$ cat config.mk
export PLATFORM = sky130hd
export DESIGN_NAME = weight_load_ctrl_flat
export DESIGN_NICKNAME = d
export VERILOG_FILES = /design/src/rtl/weight_load_ctrl_if.sv /design/src/rtl/weight_load_ctrl.sv /design/src/flat_wrapper.sv
export SDC_FILE = /design/constraint.sdc
export NUM_CORES = 1
export LEC_CHECK = 0
export BUFFER_PORTS_ARGS = -buffer_cell sky130_fd_sc_hd__buf_2
export CORE_AREA = 4 4 69 71
export CTS_CLUSTER_DIAMETER = 200
export DETAILED_ROUTE_END_ITERATION = 6
export DIE_AREA = 0 0 73 75
export PLACE_DENSITY_LB_ADDON = 0.12
export SYNTH_ARGS = -nofsm -noshare
export SYNTH_HDL_FRONTEND = slang
export SYNTH_SLANG_ARGS = --single-unit
$ cat constraint.sdc
create_clock -name CLK -period 2.3 [get_ports CLK]
set_input_delay 0.23 -clock CLK [delete_from_list [all_inputs] [get_ports CLK]]
set_output_delay 0.23 -clock CLK [all_outputs]
set_load 0.01 [all_outputs]
$ cat src/rtl/weight_load_ctrl_if.sv
// rtl/weight_load_ctrl_if.sv - weight stream, weight-buffer write and conv-engine handshake bundle
interface weight_load_ctrl_if #(
  parameter int INPUT_WIDTH = 32
);
  // weight stream from the fetch side
  logic [INPUT_WIDTH-1:0] S_TDATA;
  logic                   S_TVALID;
  logic                   S_TLAST;
  logic                   S_TREADY;
  // weight-buffer write port
  logic                   WB_WR_EN;
  logic                   WB_WR_VALID;
  logic [INPUT_WIDTH-1:0] WB_WR_DATA;
  logic                   WB_RESETN;
  logic                   WB_FULL;
  // convolution engine handshake
  logic                   CONV_START;
  logic                   CONV_DONE;

  // controller side
  modport slave (
    input  S_TDATA, S_TVALID, S_TLAST, WB_FULL, CONV_DONE,
    output S_TREADY, WB_WR_EN, WB_WR_VALID, WB_WR_DATA, WB_RESETN, CONV_START
  );

  // environment side (stream source, buffer, engine)
  modport master (
    output S_TDATA, S_TVALID, S_TLAST, WB_FULL, CONV_DONE,
    input  S_TREADY, WB_WR_EN, WB_WR_VALID, WB_WR_DATA, WB_RESETN, CONV_START
  );
endinterface

$ cat src/rtl/weight_load_ctrl.sv
// rtl/weight_load_ctrl.sv - sequences kernel loads into the weight buffer and convolution runs
module weight_load_ctrl #(
  parameter int INPUT_WIDTH      = 32,
  parameter int WORDS_PER_KERNEL = 7,
  parameter int CNT_WIDTH        = 8
) (
  input  logic                 CLK,
  input  logic                 RESETN,
  input  logic                 START,
  input  logic [CNT_WIDTH-1:0] NUM_FILTERS,
  input  logic                 ABORT,
  output logic                 BUSY,
  output logic                 DONE,
  output logic                 ERR_LAST,
  output logic [CNT_WIDTH-1:0] FILTER_IDX,
  weight_load_ctrl_if.slave    bus
);

  localparam int WCW = (WORDS_PER_KERNEL > 1) ? $clog2(WORDS_PER_KERNEL) : 1;
  localparam logic [WCW-1:0]       LAST_WORD = WCW'(WORDS_PER_KERNEL - 1);
  localparam logic [CNT_WIDTH-1:0] CNT_ONE   = CNT_WIDTH'(1);

  typedef enum logic [2:0] {
    ST_IDLE,
    ST_LOAD,
    ST_WAIT_FULL,
    ST_CONV,
    ST_FINISH
  } state_t;

  state_t                 r_state;
  state_t                 w_next_state;
  logic [CNT_WIDTH-1:0]   r_num;
  logic [CNT_WIDTH-1:0]   r_idx;
  logic [WCW-1:0]         r_wcnt;
  logic                   r_err;
  logic                   r_zero_done;
  logic                   r_abort_pulse;
  logic                   r_conv_start;

  logic                   w_busy_state;
  logic                   w_abort;
  logic                   w_start_ok;
  logic                   w_beat;
  logic                   w_kernel_end;
  logic                   w_last_filter;
  logic                   w_final_beat;
  logic [INPUT_WIDTH-1:0] w_tdata;

  assign w_busy_state  = (r_state != ST_IDLE);
  assign w_abort       = ABORT && w_busy_state;
  assign w_start_ok    = (r_state == ST_IDLE) && START && (NUM_FILTERS != '0);
  // S_TREADY is high throughout LOAD, so a beat is just valid while loading
  assign w_beat        = (r_state == ST_LOAD) && bus.S_TVALID;
  assign w_kernel_end  = w_beat && (r_wcnt == LAST_WORD);
  assign w_last_filter = (r_idx == (r_num - CNT_ONE));
  assign w_final_beat  = w_kernel_end && w_last_filter;
  assign w_tdata       = bus.S_TDATA;

  // state register
  always_ff @(posedge CLK) begin
    if (!RESETN) begin
      r_state <= ST_IDLE;
    end else begin
      r_state <= w_next_state;
    end
  end

  // next-state decode; abort overrides every other event once a run is active
  always_comb begin
    w_next_state = r_state;
    case (r_state)
      ST_IDLE:      if (w_start_ok) w_next_state = ST_LOAD;
      ST_LOAD:      if (w_kernel_end) w_next_state = ST_WAIT_FULL;
      ST_WAIT_FULL: if (bus.WB_FULL) w_next_state = ST_CONV;
      ST_CONV:      if (bus.CONV_DONE) w_next_state = w_last_filter ? ST_FINISH : ST_LOAD;
      ST_FINISH:    w_next_state = ST_IDLE;
      default:      w_next_state = ST_IDLE;
    endcase
    if (w_abort) begin
      w_next_state = ST_IDLE;
    end
  end

  // run bookkeeping: filter count/index, word counter, TLAST error and one-cycle pulses
  always_ff @(posedge CLK) begin
    if (!RESETN) begin
      r_num         <= '0;
      r_idx         <= '0;
      r_wcnt        <= '0;
      r_err         <= 1'b0;
      r_zero_done   <= 1'b0;
      r_abort_pulse <= 1'b0;
      r_conv_start  <= 1'b0;
    end else begin
      r_zero_done   <= (r_state == ST_IDLE) && START && (NUM_FILTERS == '0);
      r_abort_pulse <= w_abort;
      r_conv_start  <= (r_state == ST_WAIT_FULL) && bus.WB_FULL && !ABORT;
      if (w_start_ok) begin
        r_num  <= NUM_FILTERS;
        r_idx  <= '0;
        r_wcnt <= '0;
        r_err  <= 1'b0;
      end else if (w_abort) begin
        // ERR_LAST deliberately survives an abort; only a new run clears it
        r_idx  <= '0;
        r_wcnt <= '0;
      end else begin
        if (w_beat) begin
          r_wcnt <= w_kernel_end ? '0 : r_wcnt + WCW'(1);
          if (bus.S_TLAST != w_final_beat) begin
            r_err <= 1'b1;
          end
        end
        if ((r_state == ST_CONV) && bus.CONV_DONE && !w_last_filter) begin
          r_idx <= r_idx + CNT_ONE;
        end
      end
    end
  end

  // outputs; reset gates the handshakes so nothing leaks before the first clock edge of reset
  always_comb begin
    bus.S_TREADY    = RESETN && (r_state == ST_LOAD);
    bus.WB_WR_EN    = RESETN && (r_state == ST_LOAD);
    bus.WB_WR_VALID = RESETN && (r_state == ST_LOAD) && bus.S_TVALID;
    bus.WB_WR_DATA  = w_tdata;
    bus.WB_RESETN   = RESETN && !r_abort_pulse;
    bus.CONV_START  = RESETN && r_conv_start;
    BUSY            = RESETN && w_busy_state;
    DONE            = RESETN && (((r_state == ST_FINISH) && !ABORT) || r_zero_done);
    ERR_LAST        = r_err;
    FILTER_IDX      = r_idx;
  end

endmodule
$ cat src/flat_wrapper.sv
// flat-port wrapper written by rule: the top's interface ports become plain ports
module weight_load_ctrl_flat 
#(
  parameter int INPUT_WIDTH      = 32,
  parameter int WORDS_PER_KERNEL = 7,
  parameter int CNT_WIDTH        = 8
)
  (CLK, RESETN, START, NUM_FILTERS, ABORT, BUSY, DONE, ERR_LAST, FILTER_IDX, bus_S_TDATA, bus_S_TVALID, bus_S_TLAST, bus_WB_FULL, bus_CONV_DONE, bus_S_TREADY, bus_WB_WR_EN, bus_WB_WR_VALID, bus_WB_WR_DATA, bus_WB_RESETN, bus_CONV_START);
  weight_load_ctrl_if #(.INPUT_WIDTH(INPUT_WIDTH)) bus_i ();
  input  logic CLK;
  input  logic RESETN;
  input  logic START;
  input  logic [CNT_WIDTH-1:0] NUM_FILTERS;
  input  logic ABORT;
  output logic BUSY;
  output logic DONE;
  output logic ERR_LAST;
  output logic [CNT_WIDTH-1:0] FILTER_IDX;
  input wire logic [$bits(bus_i.S_TDATA)-1:0] bus_S_TDATA;
  input wire logic [$bits(bus_i.S_TVALID)-1:0] bus_S_TVALID;
  input wire logic [$bits(bus_i.S_TLAST)-1:0] bus_S_TLAST;
  input wire logic [$bits(bus_i.WB_FULL)-1:0] bus_WB_FULL;
  input wire logic [$bits(bus_i.CONV_DONE)-1:0] bus_CONV_DONE;
  output wire logic [$bits(bus_i.S_TREADY)-1:0] bus_S_TREADY;
  output wire logic [$bits(bus_i.WB_WR_EN)-1:0] bus_WB_WR_EN;
  output wire logic [$bits(bus_i.WB_WR_VALID)-1:0] bus_WB_WR_VALID;
  output wire logic [$bits(bus_i.WB_WR_DATA)-1:0] bus_WB_WR_DATA;
  output wire logic [$bits(bus_i.WB_RESETN)-1:0] bus_WB_RESETN;
  output wire logic [$bits(bus_i.CONV_START)-1:0] bus_CONV_START;
  assign bus_i.S_TDATA = bus_S_TDATA;
  assign bus_i.S_TVALID = bus_S_TVALID;
  assign bus_i.S_TLAST = bus_S_TLAST;
  assign bus_i.WB_FULL = bus_WB_FULL;
  assign bus_i.CONV_DONE = bus_CONV_DONE;
  assign bus_S_TREADY = bus_i.S_TREADY;
  assign bus_WB_WR_EN = bus_i.WB_WR_EN;
  assign bus_WB_WR_VALID = bus_i.WB_WR_VALID;
  assign bus_WB_WR_DATA = bus_i.WB_WR_DATA;
  assign bus_WB_RESETN = bus_i.WB_RESETN;
  assign bus_CONV_START = bus_i.CONV_START;
  weight_load_ctrl #(.INPUT_WIDTH(INPUT_WIDTH), .WORDS_PER_KERNEL(WORDS_PER_KERNEL), .CNT_WIDTH(CNT_WIDTH)) u_core (.CLK(CLK), .RESETN(RESETN), .START(START), .NUM_FILTERS(NUM_FILTERS), .ABORT(ABORT), .BUSY(BUSY), .DONE(DONE), .ERR_LAST(ERR_LAST), .FILTER_IDX(FILTER_IDX), .bus(bus_i));
endmodule
==> impl_metrics.csv <==
group,metric,value,unit
status,status,"complete, no violations",
detailed_routing,viasPerCell,5.27,
sta,rsz0062_at_grt,"false",
floorplanning,die_w,73,µm
clock_network,numCtsBuffers,3,
detailed_routing,drt-wirelength-per-cell,14.1,µm
critical_path,crit_family,"compound AO/OA/AOI/OAI gates",
grt,grt_max_degree,16,
logic_synthesis,synth.avg_cell_area,7.81,µm²
floorplanning,rows,24,
critical_path,critical_path_class,"flip-flop to flip-flop",
layout,area_growth,1.86,%
detailed_routing,first_pass_iters,4,
hold_path,hold-path-cell-count,3,
sta,fin_crit,2.06,ns
floorplanning,core_area,4230,µm²
clock_network,clk_pin_slew_worst_paths,0.09,ns
clock_network,clock_latency,0.27,ns
power_and_ir_drop,swShare,38.8,%
clock_network,cts_buffer_depth,2,
placement,io_buffer_count,31,
clock_network,htree_levels,1,
sta,max_slew_margin,67.6,%
sta,max_freq,485,MHz
critical_path,path_cells,"inv_1, ha_4, xor2_1, nor2_1, a21oi_1, a2111oi_4, nand3_1, xor2_1, o41ai_2",
power_and_ir_drop,power.density,780,nW/µm²
logic_synthesis,syn_nets,284,
logic_synthesis,ys_seq_elements,26,
layout,fin_nets,282,
grt,grt_pass1_vias,1393,
run,cap_violations,0,
logic_synthesis,synth.distinct_cells,40,
logic_synthesis,synth_edf_count,0,
floorplanning,die-area,5480,µm²
critical_path,cp-start-kind,"flip-flop",
sta,hold_ws,0.194,ns
power_and_ir_drop,clockPowerShare,21.2,%
clock_network,ctsRootBufferMaster,"clkbuf_8",
detailed_routing,first_iter_violations,78,
power_and_ir_drop,p_comb_share,39.0,%
critical_path,critPathMostFrequentCell,"xor2_1",
detailed_routing,wirelength,3960,µm
critical_path,path_depth,9,
floorplanning,initial_utilization,42.8,%
power_and_ir_drop,p_seq_share,39.8,%
critical_path,critPathRequiredTime,2.49,ns
grt,grt_pass1_wl,6650,µm
power_and_ir_drop,p_int,0.000882,W
grt,grt_overflow,0,
floorplanning,die_y,75,µm
power_and_ir_drop,power.switching,0.000558,W
critical_path,crit_slowest_cell,"a2111oi_4",
logic_synthesis,netlist_area,1810,µm²
clock_network,clkSinkCount,26,
power_and_ir_drop,ir_drop,0.322,mV
sta,tightest_slew,0.486,ns
detailed_routing,drcViolationCount,0,
hold_path,hold_path.class,"primary input to flip-flop",
floorplanning,io_pins,96,
placement,dp_hpwl,3110,µm
logic_synthesis,synth_cells,232,
critical_path,slowest_delay,0.50,ns
clock_network,tritoncts,"done",
logic_synthesis,synth_ff_type,"dfxtp_1",
detailed_routing,dr_total_vias,1480,
layout,diodes,0,
layout,drive_above_1_share,21.8,%
sta,totalNegativeSetupSlack,0,ns
critical_path,rr_worst_depth,9,
critical_path,worst-path-buf-inv,1,
placement,place_congestion,0.765,
logic_synthesis,seq_area_frac_synth,28.7,%
grt,grt_use_total,15.6,%
sta,worst_clock_skew,0.00131,ns
critical_path,worstSetupEndpointType,"flip-flop",
critical_path,cp.arrival,2.25,ns
power_and_ir_drop,power_leakage,0.784,nW
logic_synthesis,async_reset_ff_share,0,%
grt,antenna_found_initial,0,
layout,fill_cells,445,
sta,maxSlewViolCount,0,
logic_synthesis,yosysWarnings,0,
sta,finalHoldViolCount,0,
critical_path,crit_fanout,8,
sta,setup_viol_count_final,0,
detailed_routing,antenna_left,0,
sta,period_share,89.6,%
-- kinds of logic after synthesis --
| logic type | Yosys count | share of synthesized area (%) |
|---|---|---|
| AND/OR/NAND/NOR | 100 | 28.0 |
| buffers and inverters | 48 | 17.3 |
| AO/OA/AOI/OAI | 33 | 12.6 |
| flip-flops | 26 | 28.7 |
| XOR/XNOR | 15 | 7.25 |
| multiplexers | 6 | 3.32 |
| adder cells (fa/ha/maj) | 4 | 2.76 |
-- power by group through the flow --
stage	Combinational (W)	Clock (W)	Sequential (W)
3_3_place_gp	0.000556	0	0.000583
5_1_grt	0.000634	0.000340	0.000583
6_report	0.000562	0.000305	0.000573
3_5_place_dp	0.000549	0	0.000582
2_1_floorplan	0.000517	0	0.000535
4_1_cts	0.000551	0.000322	0.000571
-- synth_stat cells (2+ instances only) --
library cell  count  area share [%]
buf_4            33              14
nand2_1          33             6.8
dfxtp_1          26              29
nor2_1           21             4.4
a21oi_1          18             5.0
nand3_1          10             2.8
xnor2_1           8             3.9
clkbuf_1          7             1.5
nor3_1            7             1.9
xor2_1            7             3.4
mux2i_1           6             3.3
ha_1              4             2.8
inv_1             4            0.83
nand4_1           4             1.4
nor4_1            4             1.4
or3_1             4             1.4
nor3b_1           3             1.2
a211oi_1          2            0.83
a31oi_1           2            0.69
and2_1            2            0.69
and3_1            2            0.69
buf_2             2            0.55
nand3b_1          2            0.83
nand4b_1          2            0.97
nor2b_1           2            0.69
o21ai_0           2            0.55
o21bai_1          2            0.83
-- per-layer routing --
metal | share of wire, % | wire length (µm) | track usage, %
met1 | 47 | 1880 | 20.1
met2 | 46 | 1830 | 25.4
met4 | 1.4 | 57 | 5.94
met5 | 0 | 0 | 0
met3 | 5.1 | 201 | 3.60
-- cell type report --
class | instances | area, µm² | share of cell area, %
Sequential cell | 26 | 522 | 28.3
Multi-Input combinational cell | 158 | 992 | 53.8
Timing Repair Buffer | 36 | 193 | 10.4
Clock buffer | 4 | 55.1 | 2.98
Tap cell | 52 | 65.1 | 3.53
Inverter | 5 | 18.8 | 1.02
-- metrics by stage --
| step | total power [W] | setup slack [ns] | cells | cell area, µm² | util, % |
|---|---|---|---|---|---|
| 6_report | 0.00144 | 0.238 | 281 | 1850 | 43.6 |
| 3_3_place_gp | 0.00114 | 0.171 | 276 | 1770 | 41.7 |
| 3_5_place_dp | 0.00113 | 0.116 | 276 | 1770 | 41.7 |
| 4_1_cts | 0.00144 | 0.0914 | 280 | 1820 | 43.0 |
| 2_1_floorplan | 0.00105 | 0.192 | 232 | 1810 | - |
| 5_1_grt | 0.00156 | 0.0427 | 281 | 1850 | 43.6 |
-- registers in the layout (all words and copies together) (netlist names) --
register              flops
u_core.r_state            3
u_core.r_conv_start       1
u_core.ERR_LAST           1
u_core.r_abort_pulse      1
u_core.r_wcnt             3
u_core.r_zero_done        1
u_core.FILTER_IDX         8
u_core.r_num              8
-- cell usage in the layout, fill, tap and decap left out, types with 3 or more instances in the layout --
cell type and n:
ha_1 3, inv_1 4, or3_1 4, nand3_1 10, nor2_1 21, nand2_1 32, mux2i_1 6, clkbuf_8 4
xnor2_1 8, nor3_1 7, buf_4 5, nor3b_1 3, buf_2 31, a21oi_1 18, nor4_1 4, xor2_1 7
nand4_1 4, dfxtp_1 25
-- final timing paths --
kind	slack, ns	startpoint	endpoint
max	0.24	u_core.r_num[1]	u_core.ERR_LAST
min	0.19	NUM_FILTERS[0]	u_core.r_num[0]
max reg2reg	0.24	u_core.r_num[1]	u_core.ERR_LAST
min reg2reg	0.49	u_core.r_num[7]	u_core.r_num[7]
-- tightest hold or removal path: stages --
cell	delay, ns
buf_2	0.10
nand2_1	0.05
a21oi_1	0.05
-- what timing repair did --
action | in CTS | in global routing
endpoints found under the setup margin | 0 | 11
hold buffers | 0 | 0
setup buffers | 0 | 1
resized for setup | 0 | 4
(Power assumes the default switching activity.)
